--- config.mk ---
export PLATFORM = sky130hd
export DESIGN_NAME = inst_pf_sched
export DESIGN_NICKNAME = d
export VERILOG_FILES = /design/src/rtl/inst_pf_sched.sv
export SDC_FILE = /design/constraint.sdc
export NUM_CORES = 1
export LEC_CHECK = 0
export ABC_AREA = 1
export CORE_ASPECT_RATIO = 0.6
export CORE_UTILIZATION = 54
export DETAILED_ROUTE_END_ITERATION = 7
export HOLD_SLACK_MARGIN = 0.1
export PLACE_DENSITY = 0.76
export SLEW_MARGIN = 40
export SYNTH_ARGS = -nofsm -noshare
export SYNTH_HDL_FRONTEND = slang
export SYNTH_SLANG_ARGS = --single-unit
--- constraint.sdc ---
create_clock -name clk -period 6.35 [get_ports clk]
set_input_delay 1.27 -clock clk [delete_from_list [all_inputs] [get_ports clk]]
set_output_delay 1.27 -clock clk [all_outputs]
set_load 0.1 [all_outputs]
--- src/rtl/inst_pf_sched.sv ---
// Instruction prefetch scheduler: dedups predicted next-line prefetches in a small FIFO
// and arbitrates them against icache demand misses onto one L2 request channel.
module inst_pf_sched #(
    parameter int addr_width = 32,
    parameter int LINE_OFF   = 4,
    parameter int FIFO_DEPTH = 4,
    parameter int MAX_STARVE = 8
) (
    input  logic                  clk,
    input  logic                  rst,
    input  logic                  pf_req,
    input  logic [addr_width-1:0] pf_addr,
    input  logic                  dm_valid,
    input  logic [addr_width-1:0] dm_addr,
    output logic                  dm_ready,
    input  logic                  flush,
    output logic                  l2_valid,
    output logic [addr_width-1:0] l2_addr,
    output logic                  l2_is_pf,
    input  logic                  l2_ready,
    output logic [15:0]           pf_drop_cnt
);
    localparam int LW = addr_width - LINE_OFF;
    localparam int PW = $clog2(FIFO_DEPTH);
    localparam int SW = $clog2(MAX_STARVE + 1);
    localparam logic [SW-1:0] STARVE_MAX = SW'(MAX_STARVE);
    localparam logic [PW:0]   DEPTH_V    = (PW+1)'(FIFO_DEPTH);

    typedef enum logic {IDLE, HOLD} state_t;
    state_t state, state_n;

    logic [LW-1:0]         fifo_line [FIFO_DEPTH];
    logic [FIFO_DEPTH-1:0] fifo_vld, fifo_vld_n;
    logic [PW-1:0]         head, head_n, tail, tail_n, pop_off, pop_idx;
    logic [PW:0]           occ, occ_n, occ_pop;
    logic [SW-1:0]         starve, starve_n;
    logic [LW-1:0]         last_line, last_line_n;
    logic                  last_vld, last_vld_n;
    logic [15:0]           drop_n;
    logic                  l2_valid_n, l2_is_pf_n;
    logic [addr_width-1:0] l2_addr_n;
    logic                  pop_found, pf_dup, has_pf, demand_win, pf_win, full, wr_en;
    logic [LW-1:0]         pf_line, dm_line, l2_line;
    logic                  unused_low;

    assign pf_line    = pf_addr[addr_width-1:LINE_OFF];
    assign dm_line    = dm_addr[addr_width-1:LINE_OFF];
    assign l2_line    = l2_addr[addr_width-1:LINE_OFF];
    assign unused_low = ^{pf_addr[LINE_OFF-1:0], dm_addr[LINE_OFF-1:0]};

    assign full       = (occ == DEPTH_V);
    assign has_pf     = (|fifo_vld) && !flush;
    assign demand_win = dm_valid && (!has_pf || (starve < STARVE_MAX));
    assign pf_win     = has_pf && (!dm_valid || (starve == STARVE_MAX));
    assign pop_idx    = head + pop_off;

    // Oldest valid entry from head; entries invalidated by a demand are skipped.
    always_comb begin
        pop_off   = '0;
        pop_found = 1'b0;
        for (int i = 0; i < FIFO_DEPTH; i++) begin
            if (!pop_found && fifo_vld[head + PW'(i)]) begin
                pop_off   = PW'(i);
                pop_found = 1'b1;
            end
        end
    end

    always_comb begin
        pf_dup = (l2_valid && (l2_line == pf_line)) || (last_vld && (last_line == pf_line));
        for (int i = 0; i < FIFO_DEPTH; i++) begin
            if (fifo_vld[i] && (fifo_line[i] == pf_line)) pf_dup = 1'b1;
        end
    end

    always_comb begin
        state_n     = state;
        fifo_vld_n  = fifo_vld;
        head_n      = head;
        tail_n      = tail;
        occ_pop     = '0;
        starve_n    = starve;
        last_line_n = last_line;
        last_vld_n  = last_vld;
        drop_n      = pf_drop_cnt;
        l2_valid_n  = l2_valid;
        l2_addr_n   = l2_addr;
        l2_is_pf_n  = l2_is_pf;
        dm_ready    = 1'b0;
        wr_en       = 1'b0;

        case (state)
            IDLE: begin
                if (demand_win) begin
                    dm_ready   = 1'b1;
                    state_n    = HOLD;
                    l2_valid_n = 1'b1;
                    l2_addr_n  = {dm_line, {LINE_OFF{1'b0}}};
                    l2_is_pf_n = 1'b0;
                    if (has_pf) starve_n = starve + 1'b1;
                    for (int i = 0; i < FIFO_DEPTH; i++) begin
                        if (fifo_vld[i] && (fifo_line[i] == dm_line)) fifo_vld_n[i] = 1'b0;
                    end
                end else if (pf_win) begin
                    state_n             = HOLD;
                    l2_valid_n          = 1'b1;
                    l2_addr_n           = {fifo_line[pop_idx], {LINE_OFF{1'b0}}};
                    l2_is_pf_n          = 1'b1;
                    starve_n            = '0;
                    fifo_vld_n[pop_idx] = 1'b0;
                    head_n              = pop_idx + 1'b1;
                    occ_pop             = (PW+1)'(pop_off) + 1'b1;
                end
            end
            HOLD: begin
                if (l2_ready) begin
                    state_n     = IDLE;
                    l2_valid_n  = 1'b0;
                    last_line_n = l2_line;
                    last_vld_n  = 1'b1;
                end
            end
            default: state_n = IDLE;
        endcase

        // Fullness is judged before any same-cycle pop.
        if (pf_req && !flush && !pf_dup) begin
            if (!full) begin
                wr_en            = 1'b1;
                fifo_vld_n[tail] = 1'b1;
                tail_n           = tail + 1'b1;
            end else if (pf_drop_cnt != 16'hFFFF) begin
                drop_n = pf_drop_cnt + 16'd1;
            end
        end

        occ_n = occ - occ_pop + (PW+1)'(wr_en);

        if (flush) begin
            fifo_vld_n = '0;
            last_vld_n = 1'b0;
            starve_n   = '0;
        end

        // Once nothing valid remains, reclaim any slots held by invalidated entries.
        if (fifo_vld_n == '0) begin
            head_n   = tail_n;
            occ_n    = '0;
            starve_n = '0;
        end
    end

    always_ff @(posedge clk or posedge rst) begin
        if (rst) begin
            state       <= IDLE;
            fifo_vld    <= '0;
            head        <= '0;
            tail        <= '0;
            occ         <= '0;
            starve      <= '0;
            last_line   <= '0;
            last_vld    <= 1'b0;
            pf_drop_cnt <= '0;
            l2_valid    <= 1'b0;
            l2_addr     <= '0;
            l2_is_pf    <= 1'b0;
        end else begin
            state       <= state_n;
            fifo_vld    <= fifo_vld_n;
            head        <= head_n;
            tail        <= tail_n;
            occ         <= occ_n;
            starve      <= starve_n;
            last_line   <= last_line_n;
            last_vld    <= last_vld_n;
            pf_drop_cnt <= drop_n;
            l2_valid    <= l2_valid_n;
            l2_addr     <= l2_addr_n;
            l2_is_pf    <= l2_is_pf_n;
        end
    end

    always_ff @(posedge clk) begin
        if (wr_en) fifo_line[tail] <= pf_line;
    end
endmodule

==> impl_metrics.prom <==
# TYPE chip_impl_metric gauge
chip_impl_metric{name="number_of_enable_type_register_cells_in_the_synthesized_netlist",unit=""} 112
chip_impl_metric{name="reg2reg_slack",unit="ps"} 1890
chip_impl_metric{name="setup-tns-final",unit="ps"} 0
chip_impl_info{name="min-delay-path-class",value="reg2reg"} 1
chip_impl_metric{name="p_leak",unit="nW"} 6.76
chip_impl_metric{name="timing.final.crit_period",unit="ps"} 5090
chip_impl_metric{name="fillerInstances",unit=""} 2083
chip_impl_metric{name="insertion_delay",unit="ps"} 540
chip_impl_metric{name="cellPowerDensity",unit="nW/um^2"} 491
chip_impl_metric{name="detailed_place_hpwl",unit="mm"} 42.3
chip_impl_metric{name="htree_num_levels",unit=""} 1
chip_impl_metric{name="detail_route.drc_violations",unit=""} 0
chip_impl_metric{name="initial_cell_density_of_the_core",unit="%"} 55.1
chip_impl_metric{name="worst_hold_slack",unit="ps"} 496
chip_impl_metric{name="synthDistinctLibCells",unit=""} 47
chip_impl_metric{name="vias_in_the_first_global_route",unit=""} 11600
chip_impl_metric{name="design.core.area",unit="sq um"} 23100
chip_impl_metric{name="routed-wl-met2",unit="mm"} 20.0
chip_impl_info{name="cp-startpoint",value="pf_addr[17]"} 1
chip_impl_metric{name="floorplan.die.height",unit="um"} 121
chip_impl_metric{name="relSlewSlack",unit="%"} 38.3
chip_impl_metric{name="setup_viol_count_final",unit=""} 0
chip_impl_info{name="status",value="complete, no violations"} 1
chip_impl_metric{name="routed-via-count",unit=""} 12800
chip_impl_metric{name="grt_remaining_overflow",unit=""} 0
chip_impl_metric{name="synth.ff_latch_count",unit=""} 203
chip_impl_metric{name="synthesis.instances",unit=""} 1695
chip_impl_info{name="yosys_most_used_dff",value="sky130_fd_sc_hd__edfxtp_1"} 1
chip_impl_metric{name="firstDrtPassIters",unit=""} 6
chip_impl_metric{name="die_width",unit="um"} 200
chip_impl_metric{name="grt_first_pass_wirelength",unit="mm"} 77.2
chip_impl_metric{name="clock_transition_time_at_the_flip_flop_clock_pins_of_the_worst_setup_and_hold_paths",unit="ps"} 60
chip_impl_metric{name="final_max_slew_viol_count",unit=""} 0
chip_impl_metric{name="cp.arrival",unit="ps"} 5490
chip_impl_info{name="rsz0062_at_grt",value="no"} 1
chip_impl_metric{name="routedWlPerCell",unit="um"} 25.7
chip_impl_metric{name="timing.final.hold_violations",unit=""} 0
chip_impl_metric{name="post_synth_instance_area",unit="sq um"} 12700
chip_impl_info{name="most_frequent_cells_in_the_layout",value="558 x sky130_fd_sc_hd__nand2_1, 244 x sky130_fd_sc_hd__inv_1, 149 x sky130_fd_sc_hd__nor2_1"} 1
chip_impl_metric{name="critPathMaxFanout",unit=""} 13
chip_impl_metric{name="clk_path_buf_depth",unit=""} 3
chip_impl_info{name="clock-root-buffer",value="sky130_fd_sc_hd__clkbuf_16"} 1
chip_impl_info{name="most_common_library_cell_in_the_layout_ignoring_fill_and_taps",value="sky130_fd_sc_hd__nand2_1"} 1
chip_impl_metric{name="clock_skew",unit="ps"} 17.1
chip_impl_info{name="highest_layer",value="met5"} 1
chip_impl_metric{name="holdPathStages",unit=""} 1
chip_impl_metric{name="area_growth",unit="%"} 14.4
chip_impl_metric{name="multiInputGateArea",unit="sq um"} 5880
chip_impl_metric{name="cts_buffers",unit=""} 21
chip_impl_metric{name="design.portCount",unit=""} 121
chip_impl_info{name="hold_path.startpoint",value="pf_drop_cnt[14]"} 1
chip_impl_metric{name="track_usage",unit="%"} 44.9
chip_impl_metric{name="cts.hold.buffers_added",unit=""} 0
chip_impl_metric{name="grt_max_degree",unit=""} 60
chip_impl_metric{name="ys_seq_area_share",unit="%"} 44.3
chip_impl_info{name="cts_tree",value="done"} 1
chip_impl_info{name="setup.worst_path.end_class",value="flip-flop"} 1
chip_impl_metric{name="gpl.final_weighted_congestion",unit=""} 1.06
chip_impl_metric{name="drt_first_iter_violations",unit=""} 2378
chip_impl_metric{name="ys.warnings.count",unit=""} 0
chip_impl_metric{name="postSynthAreaPerCell",unit="sq um"} 7.52
chip_impl_metric{name="tightestPinTransition",unit="ps"} 923
chip_impl_metric{name="nets",unit=""} 1882
chip_impl_metric{name="post_cts_resize_count",unit=""} 0
chip_impl_metric{name="buffer_ports.inserted",unit=""} 108
chip_impl_metric{name="design.die.area",unit="sq um"} 24200
chip_impl_metric{name="critPathRequiredTime",unit="ps"} 6760
chip_impl_metric{name="std_cell_rows",unit=""} 43
chip_impl_metric{name="final_layout_size_suffix_gt1_share",unit="%"} 7.83
chip_impl_metric{name="worst_ir_drop_on_vdd",unit="mV"} 0.596
chip_impl_metric{name="layout_worst_path_cycle_share",unit="%"} 80.1
chip_impl_info{name="hold_path_end",value="pf_drop_cnt[14]"} 1
chip_impl_metric{name="ff2ff_path_depth",unit=""} 18
chip_impl_metric{name="post_cts.repair.setup_buffers",unit=""} 0
chip_impl_metric{name="postRouteWirelength",unit="mm"} 54.6
chip_impl_metric{name="layout.area.seq",unit="sq um"} 5640
chip_impl_info{name="crit-reg2reg-launch",value="head[0]"} 1
chip_impl_info{name="timing_worst_setup_path_type",value="in2reg"} 1
chip_impl_info{name="start_kind",value="primary input"} 1
chip_impl_metric{name="cts.sinks",unit=""} 203
chip_impl_metric{name="clock.fmax",unit="MHz"} 197
chip_impl_info{name="worstReg2RegEnd",value="l2_addr[31]"} 1
chip_impl_metric{name="post_detailed_route_via_to_cell_ratio",unit=""} 6.03
chip_impl_metric{name="final_antenna_net_count",unit=""} 0
chip_impl_metric{name="max-cap-violations",unit=""} 0
chip_impl_metric{name="wl_met3",unit="mm"} 10.8
chip_impl_metric{name="detail_route.wirelength.met1",unit="mm"} 22.0
chip_impl_metric{name="async_flop_share",unit="%"} 44.8
chip_impl_metric{name="number_of_antenna_violations_at_the_first_check_in_global_routing",unit=""} 4
-- worst max-delay path by stage --
stage | endpoint | slack, ps | depth (start not counted)
after CTS | occ[2] | 1560 | 21
final | occ[2] | 1260 | 21
after global routing | occ[2] | 1280 | 20
after global placement | dm_ready | 1250 | 6
after floorplan | dm_ready | 2150 | 5
after detailed placement | occ[2] | 1090 | 21
-- power breakdown --
group          switching [mW]  internal [mW]  total, mW
combinational            3.02          0.908       3.93
sequential              0.287           1.68       1.97
clock                   0.561          0.698       1.26
total                    3.87           3.29       7.15
-- cell families after synthesis --
logic type	count (synthesis)	synth area share (%)
XOR/XNOR	96	6.60
other	1	0.0294
AO/OA/AOI/OAI	252	11.6
buffers and inverters	307	9.69
flip-flops	203	44.3
AND/OR/NAND/NOR	822	26.4
multiplexers	1	0.0884
adder cells (fa/ha/maj)	13	1.34
-- per-stage QoR --
step,instances,total power [mW],worst slack (ps),cell area [sq um],util (%)
finish,2129,7.15,1260,14600,63.0
global route,2128,7.40,1280,14600,63.0
CTS,2128,6.97,1560,14600,63.0
detailed placement,2091,5.73,1090,13900,60.1
global placement,2091,5.74,1250,14100,61.1
floorplan,1698,4.59,2150,12800,-
-- cell type report --
| type | instances | share of cell area [%] |
|---|---|---|
| inverter | 252 | 6.51 |
| sequential | 203 | 38.7 |
| multi-input combinational | 1188 | 40.3 |
| timing repair buffer | 133 | 7.18 |
| clock buffer | 30 | 4.11 |
| clock inverter | 7 | 0.446 |
| tap | 315 | 2.70 |
| antenna | 1 | 0.0172 |
-- routing by layer --
| metal | global-route usage (%) | up-vias |
|---|---|---|
| met5 | 0 | - |
| met4 | 14.6 | 4 |
| met3 | 23.4 | 131 |
| met2 | 56.4 | 1084 |
| met1 | 64.5 | 5987 |
| li1 | - | 5633 |
-- synthesized netlist by cell type, types with 4 or more instances --
| cell type | count | area [sq um] |
|---|---|---|
| sky130_fd_sc_hd__buf_4 | 9 | 67.6 |
| sky130_fd_sc_hd__nand2_1 | 558 | 2090 |
| sky130_fd_sc_hd__nor3_1 | 18 | 90.1 |
| sky130_fd_sc_hd__a21oi_1 | 28 | 140 |
| sky130_fd_sc_hd__xnor2_1 | 62 | 543 |
| sky130_fd_sc_hd__nand4_1 | 29 | 181 |
| sky130_fd_sc_hd__nand2_4 | 4 | 45.0 |
| sky130_fd_sc_hd__nand3_1 | 38 | 190 |
| sky130_fd_sc_hd__clkbuf_1 | 19 | 71.3 |
| sky130_fd_sc_hd__ha_1 | 12 | 150 |
| sky130_fd_sc_hd__o221ai_1 | 9 | 78.8 |
| sky130_fd_sc_hd__inv_2 | 4 | 15.0 |
| sky130_fd_sc_hd__o211ai_1 | 8 | 60.1 |
| sky130_fd_sc_hd__inv_1 | 246 | 923 |
| sky130_fd_sc_hd__o21ai_0 | 111 | 556 |
| sky130_fd_sc_hd__xor2_1 | 34 | 298 |
| sky130_fd_sc_hd__a22oi_1 | 8 | 60.1 |
| sky130_fd_sc_hd__o2111ai_1 | 19 | 166 |
| sky130_fd_sc_hd__nor2_2 | 4 | 25.0 |
| sky130_fd_sc_hd__o21ai_1 | 31 | 155 |
| sky130_fd_sc_hd__o22ai_1 | 29 | 181 |
| sky130_fd_sc_hd__buf_2 | 19 | 95.1 |
| sky130_fd_sc_hd__nor2_1 | 149 | 559 |
| sky130_fd_sc_hd__or2_2 | 7 | 43.8 |
| sky130_fd_sc_hd__nor2_4 | 5 | 56.3 |
| sky130_fd_sc_hd__dfrtp_1 | 91 | 2280 |
| sky130_fd_sc_hd__edfxtp_1 | 112 | 3360 |
-- registers in the layout, indices dropped and copies added (netlist names) --
name         cells
pf_drop_cnt     16
fifo_vld         4
state            1
starve           4
l2_valid         1
last_vld         1
head             2
occ              3
tail             2
l2_addr         28
l2_is_pf         1
fifo_line      112
last_line       28
-- worst max-delay path, stage by stage --
cell	delay, ps
sky130_fd_sc_hd__clkdlybuf4s50_1	1070
sky130_fd_sc_hd__inv_1	380
sky130_fd_sc_hd__nand2_1	160
sky130_fd_sc_hd__nand2_1	60
sky130_fd_sc_hd__nor2_1	100
sky130_fd_sc_hd__nand2_1	60
sky130_fd_sc_hd__nor2_1	110
sky130_fd_sc_hd__nand2_1	70
sky130_fd_sc_hd__nor2_1	220
sky130_fd_sc_hd__nor2_1	80
sky130_fd_sc_hd__nand2_1	100
sky130_fd_sc_hd__nor2_4	80
sky130_fd_sc_hd__nand2_1	160
sky130_fd_sc_hd__ha_1	280
sky130_fd_sc_hd__inv_1	70
sky130_fd_sc_hd__ha_1	140
sky130_fd_sc_hd__inv_1	50
sky130_fd_sc_hd__fa_1	380
sky130_fd_sc_hd__xnor2_1	280
sky130_fd_sc_hd__xor2_1	250
sky130_fd_sc_hd__nor2_1	90
(Power assumes the default switching activity.)
